===== config.mk =====
export PLATFORM = sky130hd
export DESIGN_NAME = ft245_device_axis
export DESIGN_NICKNAME = d
export VERILOG_FILES = /design/src/rtl/ft245_pkg.sv /design/src/rtl/sync_fifo_axis.sv /design/src/rtl/ft245_device_axis.sv
export SDC_FILE = /design/constraint.sdc
export NUM_CORES = 1
export LEC_CHECK = 0
export CAP_MARGIN = 20
export CORE_MARGIN = 3
export CORE_UTILIZATION = 24
export DETAILED_ROUTE_END_ITERATION = 7
export PLACE_DENSITY_LB_ADDON = 0.3
export SLEW_MARGIN = 0
export SYNTH_ARGS = -nofsm -noshare
export SYNTH_HDL_FRONTEND = slang
export SYNTH_SLANG_ARGS = --single-unit
export TNS_END_PERCENT = 5

===== constraint.sdc =====
create_clock -name clk -period 4.6 [get_ports clk]
set_clock_uncertainty 0.15 [all_clocks]
set_input_delay 0.92 -clock clk [delete_from_list [all_inputs] [get_ports clk]]
set_output_delay 0.92 -clock clk [all_outputs]
set_load 0.01 [all_outputs]

===== src/rtl/ft245_pkg.sv =====
// Shared definitions for the FT245 device model and its host-side bridge.
// The host timing constants here define the strobe widths both ends assume.
package ft245_pkg;

    typedef enum logic [1:0] {
        R_IDLE,
        R_ACTIVE,
        R_RECOVER
    } rd_state_e;

    typedef enum logic [1:0] {
        W_IDLE,
        W_ACTIVE,
        W_RECOVER
    } wr_state_e;

    localparam int SYNC_STAGES = 2;

    // Host-side strobe timing, in system clock cycles.
    localparam int HOST_RD_PULSE_CYCLES = 8;
    localparam int HOST_RD_WAIT_CYCLES  = 5;
    localparam int HOST_WR_SETUP_CYCLES = 3;
    localparam int HOST_WR_PULSE_CYCLES = 7;

endpackage


===== src/rtl/sync_fifo_axis.sv =====
// Single-clock FIFO with AXI-stream push and pop sides. Sink ready is a
// registered "not full" flag and is held low while in reset.
module sync_fifo_axis #(
    parameter int WIDTH = 8,
    parameter int DEPTH = 16
) (
    input  logic             clk_i,
    input  logic             rst_i,
    input  logic [WIDTH-1:0] s_tdata_i,
    input  logic             s_tvalid_i,
    output logic             s_tready_o,
    output logic [WIDTH-1:0] m_tdata_o,
    output logic             m_tvalid_o,
    input  logic             m_tready_i
);

    localparam int AW = $clog2(DEPTH);
    localparam int PW = AW + 1;

    logic [WIDTH-1:0] mem_q [DEPTH];
    logic [PW-1:0]    wr_ptr_q, wr_ptr_d;
    logic [PW-1:0]    rd_ptr_q, rd_ptr_d;
    logic             ready_q;
    logic             full_d;
    logic             empty;
    logic             push;
    logic             pop;

    assign empty = (wr_ptr_q == rd_ptr_q);
    assign push  = s_tvalid_i && ready_q;
    assign pop   = m_tready_i && !empty;

    always_comb begin
        wr_ptr_d = wr_ptr_q;
        rd_ptr_d = rd_ptr_q;
        if (push) wr_ptr_d = wr_ptr_q + PW'(1);
        if (pop)  rd_ptr_d = rd_ptr_q + PW'(1);
        full_d = (wr_ptr_d[AW] != rd_ptr_d[AW]) &&
                 (wr_ptr_d[AW-1:0] == rd_ptr_d[AW-1:0]);
    end

    always_ff @(posedge clk_i) begin
        if (rst_i) begin
            wr_ptr_q <= '0;
            rd_ptr_q <= '0;
            ready_q  <= 1'b0;
        end else begin
            wr_ptr_q <= wr_ptr_d;
            rd_ptr_q <= rd_ptr_d;
            ready_q  <= !full_d;
        end
    end

    // Storage is not reset; discarding contents is just a pointer reset.
    always_ff @(posedge clk_i) begin
        if (push) mem_q[wr_ptr_q[AW-1:0]] <= s_tdata_i;
    end

    assign s_tready_o = ready_q;
    assign m_tvalid_o = !empty;
    assign m_tdata_o  = mem_q[rd_ptr_q[AW-1:0]];

endmodule


===== src/rtl/ft245_device_axis.sv =====
// Device (FIFO-chip) end of the asynchronous FT245 byte interface: answers
// host rd_n/wr_n strobes and bridges bytes to/from AXI-stream via two FIFOs.
module ft245_device_axis #(
    parameter int FIFO_DEPTH          = 16,
    parameter int RXF_INACTIVE_CYCLES = 2,
    parameter int TXE_INACTIVE_CYCLES = 2
) (
    input  logic       clk,
    input  logic       rst,
    input  logic [7:0] ft245_d_in,
    output logic [7:0] ft245_d_out,
    output logic       ft245_d_oe,
    input  logic       ft245_rd_n,
    input  logic       ft245_wr_n,
    output logic       ft245_rxf_n,
    output logic       ft245_txe_n,
    input  logic [7:0] s_axis_tdata,
    input  logic       s_axis_tvalid,
    output logic       s_axis_tready,
    output logic [7:0] m_axis_tdata,
    output logic       m_axis_tvalid,
    input  logic       m_axis_tready,
    output logic       wr_overflow,
    output logic       rd_underflow
);

    import ft245_pkg::*;

    localparam int RCW = $clog2(RXF_INACTIVE_CYCLES + 2);
    localparam int WCW = $clog2(TXE_INACTIVE_CYCLES + 2);

    logic [SYNC_STAGES-1:0] rd_sync_q, wr_sync_q, sync_vld_q;
    logic                   rd_prev_q, wr_prev_q;
    logic                   rd_arm_q, wr_arm_q;
    logic                   rd_s, wr_s;
    logic                   rd_fall, rd_rise, wr_fall, wr_rise;

    logic [7:0] rx_head;
    logic       rx_valid;
    logic       rx_pop;
    logic       tx_ready;
    logic       tx_push;

    rd_state_e      rd_state_q, rd_state_d;
    logic [7:0]     d_out_q, d_out_d;
    logic           d_oe_q, d_oe_d;
    logic           rd_pres_q, rd_pres_d;
    logic           rxf_n_q, rxf_n_d;
    logic           rd_uf_q, rd_uf_d;
    logic [RCW-1:0] rd_cnt_q, rd_cnt_d;

    wr_state_e      wr_state_q, wr_state_d;
    logic           txe_n_q, txe_n_d;
    logic           wr_ov_q, wr_ov_d;
    logic [WCW-1:0] wr_cnt_q, wr_cnt_d;

    // sync_vld_q marks when the chain holds real pin samples rather than
    // reset values, so a strobe held low through reset never arms.
    always_ff @(posedge clk) begin
        if (rst) begin
            rd_sync_q  <= '1;
            wr_sync_q  <= '1;
            sync_vld_q <= '0;
            rd_prev_q  <= 1'b1;
            wr_prev_q  <= 1'b1;
            rd_arm_q   <= 1'b0;
            wr_arm_q   <= 1'b0;
        end else begin
            rd_sync_q  <= {rd_sync_q[SYNC_STAGES-2:0], ft245_rd_n};
            wr_sync_q  <= {wr_sync_q[SYNC_STAGES-2:0], ft245_wr_n};
            sync_vld_q <= {sync_vld_q[SYNC_STAGES-2:0], 1'b1};
            rd_prev_q  <= rd_s;
            wr_prev_q  <= wr_s;
            rd_arm_q   <= rd_arm_q | (sync_vld_q[SYNC_STAGES-1] & rd_s);
            wr_arm_q   <= wr_arm_q | (sync_vld_q[SYNC_STAGES-1] & wr_s);
        end
    end

    assign rd_s    = rd_sync_q[SYNC_STAGES-1];
    assign wr_s    = wr_sync_q[SYNC_STAGES-1];
    assign rd_fall = rd_arm_q &  rd_prev_q & ~rd_s;
    assign rd_rise = rd_arm_q & ~rd_prev_q &  rd_s;
    assign wr_fall = wr_arm_q &  wr_prev_q & ~wr_s;
    assign wr_rise = wr_arm_q & ~wr_prev_q &  wr_s;

    sync_fifo_axis #(.WIDTH(8), .DEPTH(FIFO_DEPTH)) u_rx_fifo (
        .clk_i      (clk),
        .rst_i      (rst),
        .s_tdata_i  (s_axis_tdata),
        .s_tvalid_i (s_axis_tvalid),
        .s_tready_o (s_axis_tready),
        .m_tdata_o  (rx_head),
        .m_tvalid_o (rx_valid),
        .m_tready_i (rx_pop)
    );

    sync_fifo_axis #(.WIDTH(8), .DEPTH(FIFO_DEPTH)) u_tx_fifo (
        .clk_i      (clk),
        .rst_i      (rst),
        .s_tdata_i  (ft245_d_in),
        .s_tvalid_i (tx_push),
        .s_tready_o (tx_ready),
        .m_tdata_o  (m_axis_tdata),
        .m_tvalid_o (m_axis_tvalid),
        .m_tready_i (m_axis_tready)
    );

    // Read FSM: the head is presented on the falling edge and only popped on
    // the rising edge, so an empty read never consumes anything.
    always_comb begin
        rd_state_d = rd_state_q;
        d_out_d    = d_out_q;
        d_oe_d     = d_oe_q;
        rd_pres_d  = rd_pres_q;
        rd_cnt_d   = rd_cnt_q;
        rd_uf_d    = 1'b0;
        rx_pop     = 1'b0;
        case (rd_state_q)
            R_IDLE: begin
                if (rd_fall) begin
                    rd_state_d = R_ACTIVE;
                    d_oe_d     = 1'b1;
                    if (rx_valid) begin
                        d_out_d   = rx_head;
                        rd_pres_d = 1'b1;
                    end else begin
                        rd_pres_d = 1'b0;
                        rd_uf_d   = 1'b1;
                    end
                end
            end
            R_ACTIVE: begin
                if (rd_rise) begin
                    rx_pop     = rd_pres_q;
                    rd_pres_d  = 1'b0;
                    d_oe_d     = 1'b0;
                    rd_cnt_d   = '0;
                    rd_state_d = R_RECOVER;
                end
            end
            R_RECOVER: begin
                if ((32'(rd_cnt_q) + 32'd1) >= 32'(RXF_INACTIVE_CYCLES))
                    rd_state_d = R_IDLE;
                else
                    rd_cnt_d = rd_cnt_q + RCW'(1);
            end
            default: rd_state_d = R_IDLE;
        endcase
        rxf_n_d = !((rd_state_d == R_IDLE) && rx_valid);
    end

    // Write FSM: the byte is taken straight off the bus on the falling edge;
    // tx_ready also guards the one cycle after reset where txe_n can lead it.
    always_comb begin
        wr_state_d = wr_state_q;
        wr_cnt_d   = wr_cnt_q;
        wr_ov_d    = 1'b0;
        tx_push    = 1'b0;
        case (wr_state_q)
            W_IDLE: begin
                if (wr_fall) begin
                    wr_state_d = W_ACTIVE;
                    if (!txe_n_q && tx_ready) tx_push = 1'b1;
                    else                      wr_ov_d = 1'b1;
                end
            end
            W_ACTIVE: begin
                if (wr_rise) begin
                    wr_cnt_d   = '0;
                    wr_state_d = W_RECOVER;
                end
            end
            W_RECOVER: begin
                if ((32'(wr_cnt_q) + 32'd1) >= 32'(TXE_INACTIVE_CYCLES))
                    wr_state_d = W_IDLE;
                else
                    wr_cnt_d = wr_cnt_q + WCW'(1);
            end
            default: wr_state_d = W_IDLE;
        endcase
        txe_n_d = !((wr_state_d == W_IDLE) && tx_ready);
    end

    always_ff @(posedge clk) begin
        if (rst) begin
            rd_state_q <= R_IDLE;
            d_out_q    <= '0;
            d_oe_q     <= 1'b0;
            rd_pres_q  <= 1'b0;
            rxf_n_q    <= 1'b1;
            rd_uf_q    <= 1'b0;
            rd_cnt_q   <= '0;
            wr_state_q <= W_IDLE;
            txe_n_q    <= 1'b1;
            wr_ov_q    <= 1'b0;
            wr_cnt_q   <= '0;
        end else begin
            rd_state_q <= rd_state_d;
            d_out_q    <= d_out_d;
            d_oe_q     <= d_oe_d;
            rd_pres_q  <= rd_pres_d;
            rxf_n_q    <= rxf_n_d;
            rd_uf_q    <= rd_uf_d;
            rd_cnt_q   <= rd_cnt_d;
            wr_state_q <= wr_state_d;
            txe_n_q    <= txe_n_d;
            wr_ov_q    <= wr_ov_d;
            wr_cnt_q   <= wr_cnt_d;
        end
    end

    assign ft245_d_out  = d_out_q;
    assign ft245_d_oe   = d_oe_q;
    assign ft245_rxf_n  = rxf_n_q;
    assign ft245_txe_n  = txe_n_q;
    assign rd_underflow = rd_uf_q;
    assign wr_overflow  = wr_ov_q;

endmodule


### Word level (Yosys, flattened, before mapping)

Memory sizes are Yosys's and may differ from the RTL's. A register that Yosys moved wholly into a read port is not among the register bits.
Cells that the tools add are included.

* mux-type cells: 37
* equal/unequal tests: 15
* $add $sub $neg: 8
* reduce and logical (&&, ||, !) cells: 29
* order comparisons: 2
* bitwise logic cells: 21

Operators by type and width (count)
* adder 5 x 1 -> 5 bit (second input constant): 4
* 2-to-1 mux 2 bit: 10
* 2-to-1 mux 5 bit: 4
* 2-to-1 mux 1 bit: 16
* case mux 2 bit (3 select lines): 2
* AND reduction 3 bit: 4
* AND 1 bit: 10
* == test 5 bit: 2
* inequality test 2 bit (second input constant): 5
* logical AND 1 bit: 9
* inverter 1 bit: 9
* == test 4 bit: 2
* zero test 2 bit: 4
* case mux 2 bit (2 select lines): 2
* zero test 1 bit: 7
* adder 2 x 1 -> 3 bit (second input constant): 2
* >= comparator 3 x 2 -> 1 bit (second input constant): 2
* nonzero test 2 bit: 3
* OR reduction 3 bit: 2
* adder 2 x 1 -> 2 bit (second input constant): 2
* == test 2 x 1 -> 1 bit (second input constant): 2
* == test 2 bit (second input constant): 2
* 2-to-1 mux 4 bit: 1
* case mux 1 bit (2 select lines): 2
* 2 further kinds: 4

* bits in writable memories: 256
* memories kept: 2
* register bits after elaboration: 46

Memories
* u_rx_fifo.mem_q: depth 16, width 8, rd ports 1, clocked after Yosys merged registers in 1, write ports 1, line sync_fifo_axis.sv:20 `logic [WIDTH-1:0] mem_q [DEPTH];`
* u_tx_fifo.mem_q: depth 16, width 8, rd ports 1, clocked after Yosys merged registers in 1, write ports 1, line sync_fifo_axis.sv:20

### Depth between registers and ports, before layout

Gate-level depths: netlist of the first run.

* word-level depth: 10
* mapped depth: 8

### Cells and area by module

From an unflattened synthesis of the first run, not the netlist that was laid out.

* cells, all modules: 671
* area, all modules: 12368.1 µm²

Modules (own cells, without submodules)
* sync_fifo_axis (u_tx_fifo): area an instance 5554.1 µm², cells an instance 269, times used 1
* sync_fifo_axis (u_rx_fifo): area an instance 5550.3 µm², cells an instance 273, times used 1
* ft245_device_axis: area an instance 1263.7 µm², cells an instance 129, times used 1

### Worst setup path before layout of the first run

Ideal clock, no wire load.

* kind: register to output
* from: register, netlist name u_tx_fifo.rd_ptr_q[0]
* to: output m_axis_tdata[0]
* buffers on the path: 2
* slack: 1.743 ns
* data arrival time: 1.787 ns
* cell stages (with the launch flop): 5
* cell sequence: dfxtp_1 buf_6 buf_2 mux4_2 mux4_2

RTL lines
* end, declared: line ft245_device_axis.sv:20 `output logic [7:0] m_axis_tdata,`

==> impl_metrics.csv, run 1 <==
group,metric,value,unit
synthesis,synth.distinct_cells,52,
routing,vias_per_cell,4.21,
critical_path,cpMostUsedCell,"mux4_2",
critical_path,crit_path_end_kind,"primary output",
grt,grt_pass1_vias,6175,
timing,fin_setup_tns,0,ns
timing,setup_viol,0,
cts,cts_tree,"built",
worst_hold_path,hold_path_class,"register to register",
cts,cts_setup_buffers,0,
synthesis,netlist_area,12400,um2
cts,clkLatencyLatePin,0.52,ns
cts,clkSinkCount,310,
cts,h-tree-depth,2,
cts,post_cts_resized,0,
die,core-area,50600,um2
routing,drtIter0Drc,371,
final_layout,syn2layout_area_growth,18.8,%
routing,vias,5998,
critical_path,path_class,"register to primary output",
cts,clkTransAtPathRegs,0.06,ns
timing,finalCriticalPeriod,3.86,ns
final_layout,drive_above_1_share,0.210,
synthesis,synth_top_area_frac,0.619,
synthesis,async_reset_ff_frac,0,
die,fp.dieW,233,um
cts,cts_root_buf,"clkbuf_16",
final_layout,nFillCells,4996,
timing,timing.final.crit_share,0.838,
final_layout,diodes,0,
power_and_ir_drop,p_per_area,394,nW/um2
timing,slew_violations,0,
routing,drc,0,
grt,grt-ovfl-total,0,
die,die_h,233,um
run,maxCapViolCount,0,
timing,hold_violations,0,
timing,fin_ws,0.745,ns
die,initial_core_util,0.245,
critical_path,slowest_delay,0.55,ns
placed_design,gp_congestion,0.707,
critical_path,cp.required,3.53,ns
timing,fmax,0.259,GHz
placed_design,hpwl,16400,um
placed_design,io_buffer_count,44,
cts,cts_buffer_depth,3,
grt,grt_antenna_before_repair,0,
routing,postRouteAntennaNets,0,
synthesis,syn_avg_cell_area,18.7,um2
synthesis,synth_edf_count,256,
synthesis,yosysWarnings,0,
grt,track_usage,0.0950,
cts,cts-hold-fix-buffers,0,
critical_path,cp_cell_sequence,"buf_4 > mux4_2 > mux4_2 > clkdlybuf4s50_1",
grt,grt_first_pass_wirelength,39200,um
timing,rsz0062_at_grt,"false",
timing,slew_headroom,0.273,
synthesis,ys_seq_area_frac,0.706,
critical_path,worst-path-max-fanout,17,
power_and_ir_drop,ir_drop,0.202,mV
critical_path,arrival,2.79,ns
outcome,outcome,"complete, no violations",
synthesis,synth_flop_cell,"edfxtp_1",
die,dieArea,54500,um2
placed_design,dp_slack,1.24,ns
power_and_ir_drop,power.leakage,4.66,nW
routing,drt-total-wl,25800,um
grt,grt_max_degree,39,
synthesis,synth-seq-cells,310,
routing,wl_per_cell,18.1,um
synthesis,postSynthCellCount,664,
critical_path,critPathLaunchType,"register",
timing,worst_slew_pin_slew,1.09,ns
synthesis,synth_area_leaders,"edfxtp_1 (62%), mux4_2 (13%), dfxtp_1 (8.7%)",
die,ios,45,
synthesis,syn_nets,698,
critical_path,critPathSlowestCell,"mux4_2",
final_layout,nets,762,
routing,dr.pass1.iters,4,
die,row_count,82,
cts,cts_buffers,34,
synthesis,synth_top_cell_by_area,"edfxtp_1",
worst paths after layout:
| path | from | end | slack [ns] | cells past startpoint |
|---|---|---|---|---|
| setup / recovery | u_tx_fifo.rd_ptr_q[0] | m_axis_tdata[0] | 0.74 | 4 |
| hold / removal | wr_sync_q[0] | wr_sync_q[1] | 0.26 | 1 |
| setup reg to reg | u_rx_fifo.rd_ptr_q[0] | ft245_d_out[7] | 1.84 | 5 |
| hold reg to reg | wr_sync_q[0] | wr_sync_q[1] | 0.26 | 1 |
layer usage:
| layer | routed length [um] | vias up | part of all wire | GRT usage |
|---|---|---|---|---|
| met5 | 0 | - | 0 | 0 |
| met4 | 405 | 0 | 0.016 | 0.0214 |
| met3 | 1150 | 35 | 0.044 | 0.0204 |
| met2 | 12400 | 104 | 0.48 | 0.155 |
| met1 | 11800 | 3107 | 0.46 | 0.130 |
| li1 | - | 2752 | - | - |
cells by family after synthesis:
group | share of synthesized area
flip-flops | 0.706
AND/OR/NAND/NOR | 0.0614
multiplexers | 0.158
buffers and inverters | 0.0169
XOR/XNOR | 0.0301
AO/OA/AOI/OAI | 0.0149
adder cells (fa/ha/maj) | 0.0121
cell usage in the layout, fill, tap and decap left out, types with 4 or more instances in the layout:
cell,Yosys,final
xnor2_1,19,19
dfxtp_1,54,51
mux2i_1,13,13
nand2_1,19,19
ha_1,12,12
or2_2,6,6
clkbuf_1,14,10
clkdlybuf4s50_1,0,43
nand3_1,8,8
nor2_1,53,53
nand2b_1,6,6
a21oi_1,13,13
clkbuf_16,0,34
mux4_1,8,8
and3_1,5,5
clkinv_1,0,4
edfxtp_1,256,256
xor2_1,14,14
inv_1,13,13
buf_4,2,10
nor3_2,1,5
clkinv_2,0,4
nor2b_1,4,4
mux4_2,72,72
and2_1,14,14
nor3_1,9,5
Yosys cell counts, drive strengths merged, types with 2 or more instances:
master	instances
edfxtp	256
mux4	80
dfxtp	54
nor2	54
nand2	19
xnor2	19
buf	16
xor2	15
a21oi	14
and2	14
clkbuf	14
inv	13
mux2i	13
ha	12
nor3	11
nand3	8
nand2b	6
or2	6
and3	5
nor2b	4
nand4	3
o21ai	3
a211oi	2
and4	2
nand3b	2
o31a	2
xnor3	2
flip-flops by register name (all words and copies together) (netlist names), 2 cells and up:
signal	cells
u_tx_fifo.mem_q	128
sync_vld_q	2
ft245_d_out	8
rd_cnt_q	2
u_rx_fifo.rd_ptr_q	5
wr_sync_q	2
rd_sync_q	2
wr_cnt_q	2
u_tx_fifo.wr_ptr_q	5
u_rx_fifo.mem_q	128
wr_state_q	2
rd_state_q	2
u_rx_fifo.wr_ptr_q	5
u_tx_fifo.rd_ptr_q	5
area by class of cell:
cell class                 count  area (um2)  area share
timing repair buffer          58         573      0.0389
tap                          672         841      0.0570
inverter                      13        48.8     0.00331
sequential                   310        8770       0.595
multi-input combinational    311        3450       0.234
clock inverter                16         150      0.0102
clock buffer                  45         902      0.0612
per-stage QoR:
stage / total power [W] / hold slack [ns] / std cells / instance area [um2] / utilization
2_1_floorplan: 0.00319 / 0.231 / 664 / 12400 / -
3_3_place_gp: 0.00327 / 0.246 / 1362 / 13700 / 0.270
3_5_place_dp: 0.00327 / 0.249 / 1363 / 13700 / 0.270
4_1_cts: 0.00591 / 0.265 / 1424 / 14700 / 0.291
5_1_grt: 0.00603 / 0.276 / 1425 / 14700 / 0.291
6_report: 0.00581 / 0.261 / 1425 / 14700 / 0.291
where the power goes:
group | internal, W | switching [W] | leakage (nW)
sequential | 0.00306 | 0.0000115 | 2.74
combinational | 0.0000535 | 0.0000862 | 1.41
clock | 0.00150 | 0.00110 | 0.508
total | 0.00461 | 0.00119 | 4.66
critical path: cells and delay by family, from the launching register on:
| family | cells | cell delay, ns |
|---|---|---|
| DFF | 1 | 0.35 |
| buffers and inverters | 2 | 0.83 |
| muxes | 2 | 1.09 |
Power figures use the tool's default switching activity.
==> run 2, diff against run 1 <==
Clock period 4.6 ns to 4 ns, I/O delays scaled along.
==> impl_metrics.csv, run 2 (synthesized netlist as in run 1, its figures left out) <==
group,metric,value,unit
outcome,outcome,"complete, no violations",
die,die_h,233,um
critical_path,regToRegStartpoint,"u_rx_fifo.rd_ptr_q[0]",
timing,rsz0062_at_grt,"false",
cts,cts_buffer_depth,3,
die,row_count,82,
die,core-area,50600,um2
final_layout,nets,773,
placed_design,io_buffer_count,44,
grt,grt_antenna_before_repair,0,
grt,grt-ovfl-total,0,
final_layout,nFillCells,4962,
die,fp.dieW,233,um
critical_path,r2r_setup_slack,1.36,ns
timing,timing.final.crit_share,0.954,
run,maxCapViolCount,0,
die,initial_core_util,0.245,
cts,cts_buffers,35,
worst_hold_path,hold_path_class,"register to register",
routing,dr.pass1.iters,4,
cts,clkSinkCount,310,
critical_path,arrival,2.87,ns
placed_design,dp_slack,0.694,ns
routing,vias_per_cell,4.23,
timing,slew_headroom,0.303,
routing,postRouteAntennaNets,0,
grt,grt_max_degree,33,
routing,vias,6086,
final_layout,syn2layout_area_growth,19.2,%
critical_path,cp.required,3.05,ns
cts,clkTransAtPathRegs,0.06,ns
grt,grt_pass1_vias,6297,
timing,fmax,0.262,GHz
placed_design,gp_congestion,0.691,
final_layout,diodes,0,
cts,cts_tree,"built",
final_layout,seq_area,8770,um2
final_layout,drive_above_1_share,0.210,
cts,cts-hold-fix-buffers,0,
critical_path,r2r_end,"ft245_d_out[1]",
final_layout,fin_cells,1438,
timing,slew_violations,0,
cts,cts_root_buf,"clkbuf_16",
timing,worst_slew_pin_slew,1.04,ns
critical_path,crit_path_start,"u_tx_fifo.rd_ptr_q[0]",
grt,track_usage,0.0972,
power_and_ir_drop,power.leakage,4.71,nW
die,ios,45,
placed_design,dp_cells,1374,
critical_path,crit_path_end,"m_axis_tdata[3]",
timing,setup_viol,0,
final_layout,post-route-util,0.293,
final_layout,multi_input_area,3430,um2
timing,hold_violations,0,
power_and_ir_drop,p_per_area,450,nW/um2
critical_path,crit_path_end_kind,"primary output",
grt,grt_first_pass_wirelength,40100,um
placed_design,hpwl,16700,um
critical_path,r2r_cells,5,
final_layout,final_cell_mix,"edfxtp_1 (256), mux4_2 (72), nor2_1 (53), dfxtp_1 (51), clkdlybuf4s50_1 (43)",
routing,drt-total-wl,26200,um
die,dieArea,54500,um2
critical_path,worst-path-max-fanout,31,
final_layout,mostFrequentLayoutCell,"edfxtp_1",
critical_path,path_class,"register to primary output",
routing,wl_per_cell,18.2,um
timing,fin_ws,0.183,ns
cts,cts_setup_buffers,0,
timing,fin_setup_tns,0,ns
critical_path,critPathLaunchType,"register",
routing,drc,0,
cts,clkLatencyLatePin,0.52,ns
cts,post_cts_resized,0,
timing,finalCriticalPeriod,3.82,ns
cts,h-tree-depth,2,
power_and_ir_drop,ir_drop,0.230,mV
routing,drtIter0Drc,497,
[run 2: cell types whose count changed in the layout (fill, tap and decap cells not counted), moves of 2 or more]
cell / previous run / this run
buf_4: 10 / 22
clkbuf_16: 34 / 36
nor3_1: 5 / 9
clkinv_1: 4 / 9
nor3_2: 5 / 1
[run 2: power breakdown]
part / total [W] / leakage, nW / internal (W) / switching (W)
combinational: 0.000158 / 1.44 / 0.0000614 / 0.0000967
sequential: 0.00353 / 2.74 / 0.00352 / 0.0000134
clock: 0.00298 / 0.520 / 0.00174 / 0.00123
total: 0.00666 / 4.71 / 0.00532 / 0.00134
[run 2: final cells by class]
class,instances,share of cell area
tap,672,0.0568
inverter,13,0.00330
clock buffer,48,0.0646
timing repair buffer,68,0.0427
sequential,310,0.593
clock inverter,16,0.00761
multi-input combinational,311,0.232
[run 2: per-stage QoR]
step / hold slack (ns) / power [W] / area, um2
6_report: 0.259 / 0.00666 / 14800
5_1_grt: 0.282 / 0.00692 / 14800
4_1_cts: 0.260 / 0.00677 / 14800
3_5_place_dp: 0.253 / 0.00376 / 13700
3_3_place_gp: 0.252 / 0.00376 / 13700
2_1_floorplan: 0.231 / 0.00367 / 12400
[run 2: metal layers]
layer	global-route usage	share of wire	vias to the layer above
li1	-	-	2773
met5	0	0	-
met4	0.0220	0.015	0
met2	0.162	0.49	128
met1	0.131	0.45	3151
met3	0.0196	0.039	34
[run 2: worst max-delay path, stage by stage, from the launching register on]
cell,delay [ns]
dfxtp_2,0.46
buf_12,0.30
mux4_2,0.55
mux4_2,0.52
clkdlybuf4s50_1,0.51
[run 2: how the worst min path moves through the flow]
stage | endpoint | depth (start not counted) | startpoint
after floorplan | ft245_txe_n | 1 | u_tx_fifo.s_tready_o
after global placement | rd_sync_q[1] | 1 | rd_sync_q[0]
after detailed placement | wr_sync_q[1] | 1 | wr_sync_q[0]
after CTS | ft245_txe_n | 1 | u_tx_fifo.s_tready_o
after global routing | rd_sync_q[1] | 1 | rd_sync_q[0]
final | ft245_txe_n | 1 | u_tx_fifo.s_tready_o
==> run 3, diff against run 2 <==
Settings changed: ABC_CLOCK_PERIOD_IN_PS set to 4000, CORE_UTILIZATION 24 to 35.
==> impl_metrics.csv, run 3 (synthesized netlist as in run 1, its figures left out) <==
group,metric,value,unit
outcome,outcome,"complete, no violations",
cts,cts_setup_buffers,0,
final_layout,nFillCells,3088,
critical_path,cp_cell_sequence,"buf_4 > mux4_2 > mux4_2 > clkdlybuf4s50_1",
critical_path,cpMostUsedCell,"mux4_2",
timing,finalCriticalPeriod,3.87,ns
routing,drt-total-wl,23800,um
timing,slew_headroom,0.262,
worst_hold_path,whs_path_depth,1,
final_layout,diodes,0,
routing,drtIter0Drc,357,
final_layout,nets,771,
placed_design,io_buffer_count,44,
routing,wl_per_cell,19.5,um
placed_design,hpwl,15600,um
routing,postRouteAntennaNets,0,
placed_design,dpl_cell_area,13500,um2
die,initial_core_util,0.358,
final_layout,drive_above_1_share,0.220,
grt,grt_first_pass_wirelength,37300,um
timing,slew_violations,0,
critical_path,crit_buf_inv,2,
die,core-area,34700,um2
die,fp.dieW,194,um
cts,cts-hold-fix-buffers,0,
cts,clkTransAtPathRegs,0.05,ns
grt,gr-usage-met1,0.164,
cts,cts_root_buf,"clkbuf_16",
critical_path,r2r_end,"ft245_d_out[2]",
routing,drc,0,
critical_path,crit_path_end_kind,"primary output",
die,ios,45,
timing,fin_setup_tns,0,ns
grt,grt.busiest_layer,"met2",
die,die_h,194,um
critical_path,arrival,2.92,ns
die,dieArea,37800,um2
critical_path,r2r_setup_slack,1.29,ns
cts,cts_buffers,35,
grt,grt-ovfl-total,0,
critical_path,worst-path-max-fanout,13,
routing,vias,5917,
cts,clkSinkCount,310,
timing,worst_slew_pin_slew,1.10,ns
grt,grt_antenna_before_repair,0,
timing,setup_viol,0,
timing,fmax,0.258,GHz
run,maxCapViolCount,0,
timing,hold_violations,0,
cts,cts_buffer_depth,3,
routing,dr.pass1.iters,4,
power_and_ir_drop,power.leakage,4.74,nW
grt,use_met3,0.0218,
worst_hold_path,hold_path_class,"register to register",
timing,timing.final.crit_share,0.968,
timing,fin_ws,0.127,ns
final_layout,final_cell_mix,"edfxtp_1 (256), mux4_2 (72), nor2_1 (53), dfxtp_1 (52), clkdlybuf4s50_1 (43)",
power_and_ir_drop,p_total,0.00676,W
routing,vias_per_cell,4.86,
power_and_ir_drop,p_per_area,463,nW/um2
placed_design,dp_slack,0.608,ns
grt,grt_pass1_vias,6224,
critical_path,r2r_cells,5,
placed_design,gp_congestion,0.694,
final_layout,finalInstanceArea,14600,um2
grt,grtUsageMet2,0.223,
critical_path,cp.required,3.05,ns
timing,rsz0062_at_grt,"false",
critical_path,critPathLaunchType,"register",
critical_path,slowest_delay,0.63,ns
final_layout,syn2layout_area_growth,17.7,%
die,row_count,68,
critical_path,path_class,"register to primary output",
cts,post_cts_resized,0,
cts,h-tree-depth,2,
grt,track_usage,0.127,
critical_path,regToRegStartpoint,"u_rx_fifo.rd_ptr_q[0]",
cts,clkLatencyLatePin,0.51,ns
critical_path,critical-path-top-delay-family,"multiplexers",
cts,cts_tree,"built",
worst_hold_path,hp-start,"wr_sync_q[0]",
worst_hold_path,hold_path_end,"wr_sync_q[1]",
power_and_ir_drop,ir_drop,0.350,mV
critical_path,critPathSlowestCell,"dfxtp_2",
final_layout,mostFrequentLayoutCell,"edfxtp_1",
grt,grt_max_degree,53,
## run 3: cell count changes in the layout (fill, tap and decap cells not counted), moves of 3 or more
cell      previous run  this run
clkbuf_8             1         4
clkbuf_1            11         7
buf_4               22        17
clkinv_1             9         1
## run 3: worst max path at each step
stage / to / slack, ns / cells after the start / startpoint
CTS: m_axis_tdata[3] / 0.08 / 4 / u_tx_fifo.rd_ptr_q[0]
global route: m_axis_tdata[3] / 0.006 / 4 / u_tx_fifo.rd_ptr_q[0]
finish: m_axis_tdata[3] / 0.13 / 4 / u_tx_fifo.rd_ptr_q[0]
floorplan: m_axis_tdata[0] / 1.26 / 4 / u_tx_fifo.rd_ptr_q[0]
detailed placement: m_axis_tdata[3] / 0.61 / 4 / u_tx_fifo.rd_ptr_q[0]
global placement: m_axis_tdata[3] / 0.65 / 4 / u_tx_fifo.rd_ptr_q[0]
## run 3: per-layer routing
| metal | vias to the layer above | share of wire |
|---|---|---|
| met4 | 0 | 0.018 |
| met3 | 32 | 0.039 |
| met2 | 121 | 0.51 |
| li1 | 2764 | - |
| met1 | 3000 | 0.43 |
| met5 | - | 0 |
## run 3: final cells by class
| class | count | area, um2 | share of cell area |
|---|---|---|---|
| sequential | 310 | 8770 | 0.601 |
| multi-input combinational | 311 | 3430 | 0.235 |
| clock buffer | 48 | 1010 | 0.0690 |
| timing repair buffer | 66 | 646 | 0.0442 |
| tap | 455 | 569 | 0.0390 |
| clock inverter | 14 | 130 | 0.00891 |
| inverter | 13 | 48.8 | 0.00334 |
## run 3: through the flow
stage / std cells / utilization / hold WS (ns)
5_1_grt: 1217 / 0.421 / 0.276
4_1_cts: 1217 / 0.421 / 0.261
3_3_place_gp: 1153 / 0.387 / 0.249
3_5_place_dp: 1155 / 0.388 / 0.248
2_1_floorplan: 664 / - / 0.231
6_report: 1217 / 0.421 / 0.257
## run 3: where the power goes
group          switching (W)  total [W]  internal, W
Clock                0.00123    0.00307      0.00184
Combinational      0.0000951   0.000156    0.0000611
Sequential         0.0000138    0.00353      0.00352
Total                0.00134    0.00676      0.00542
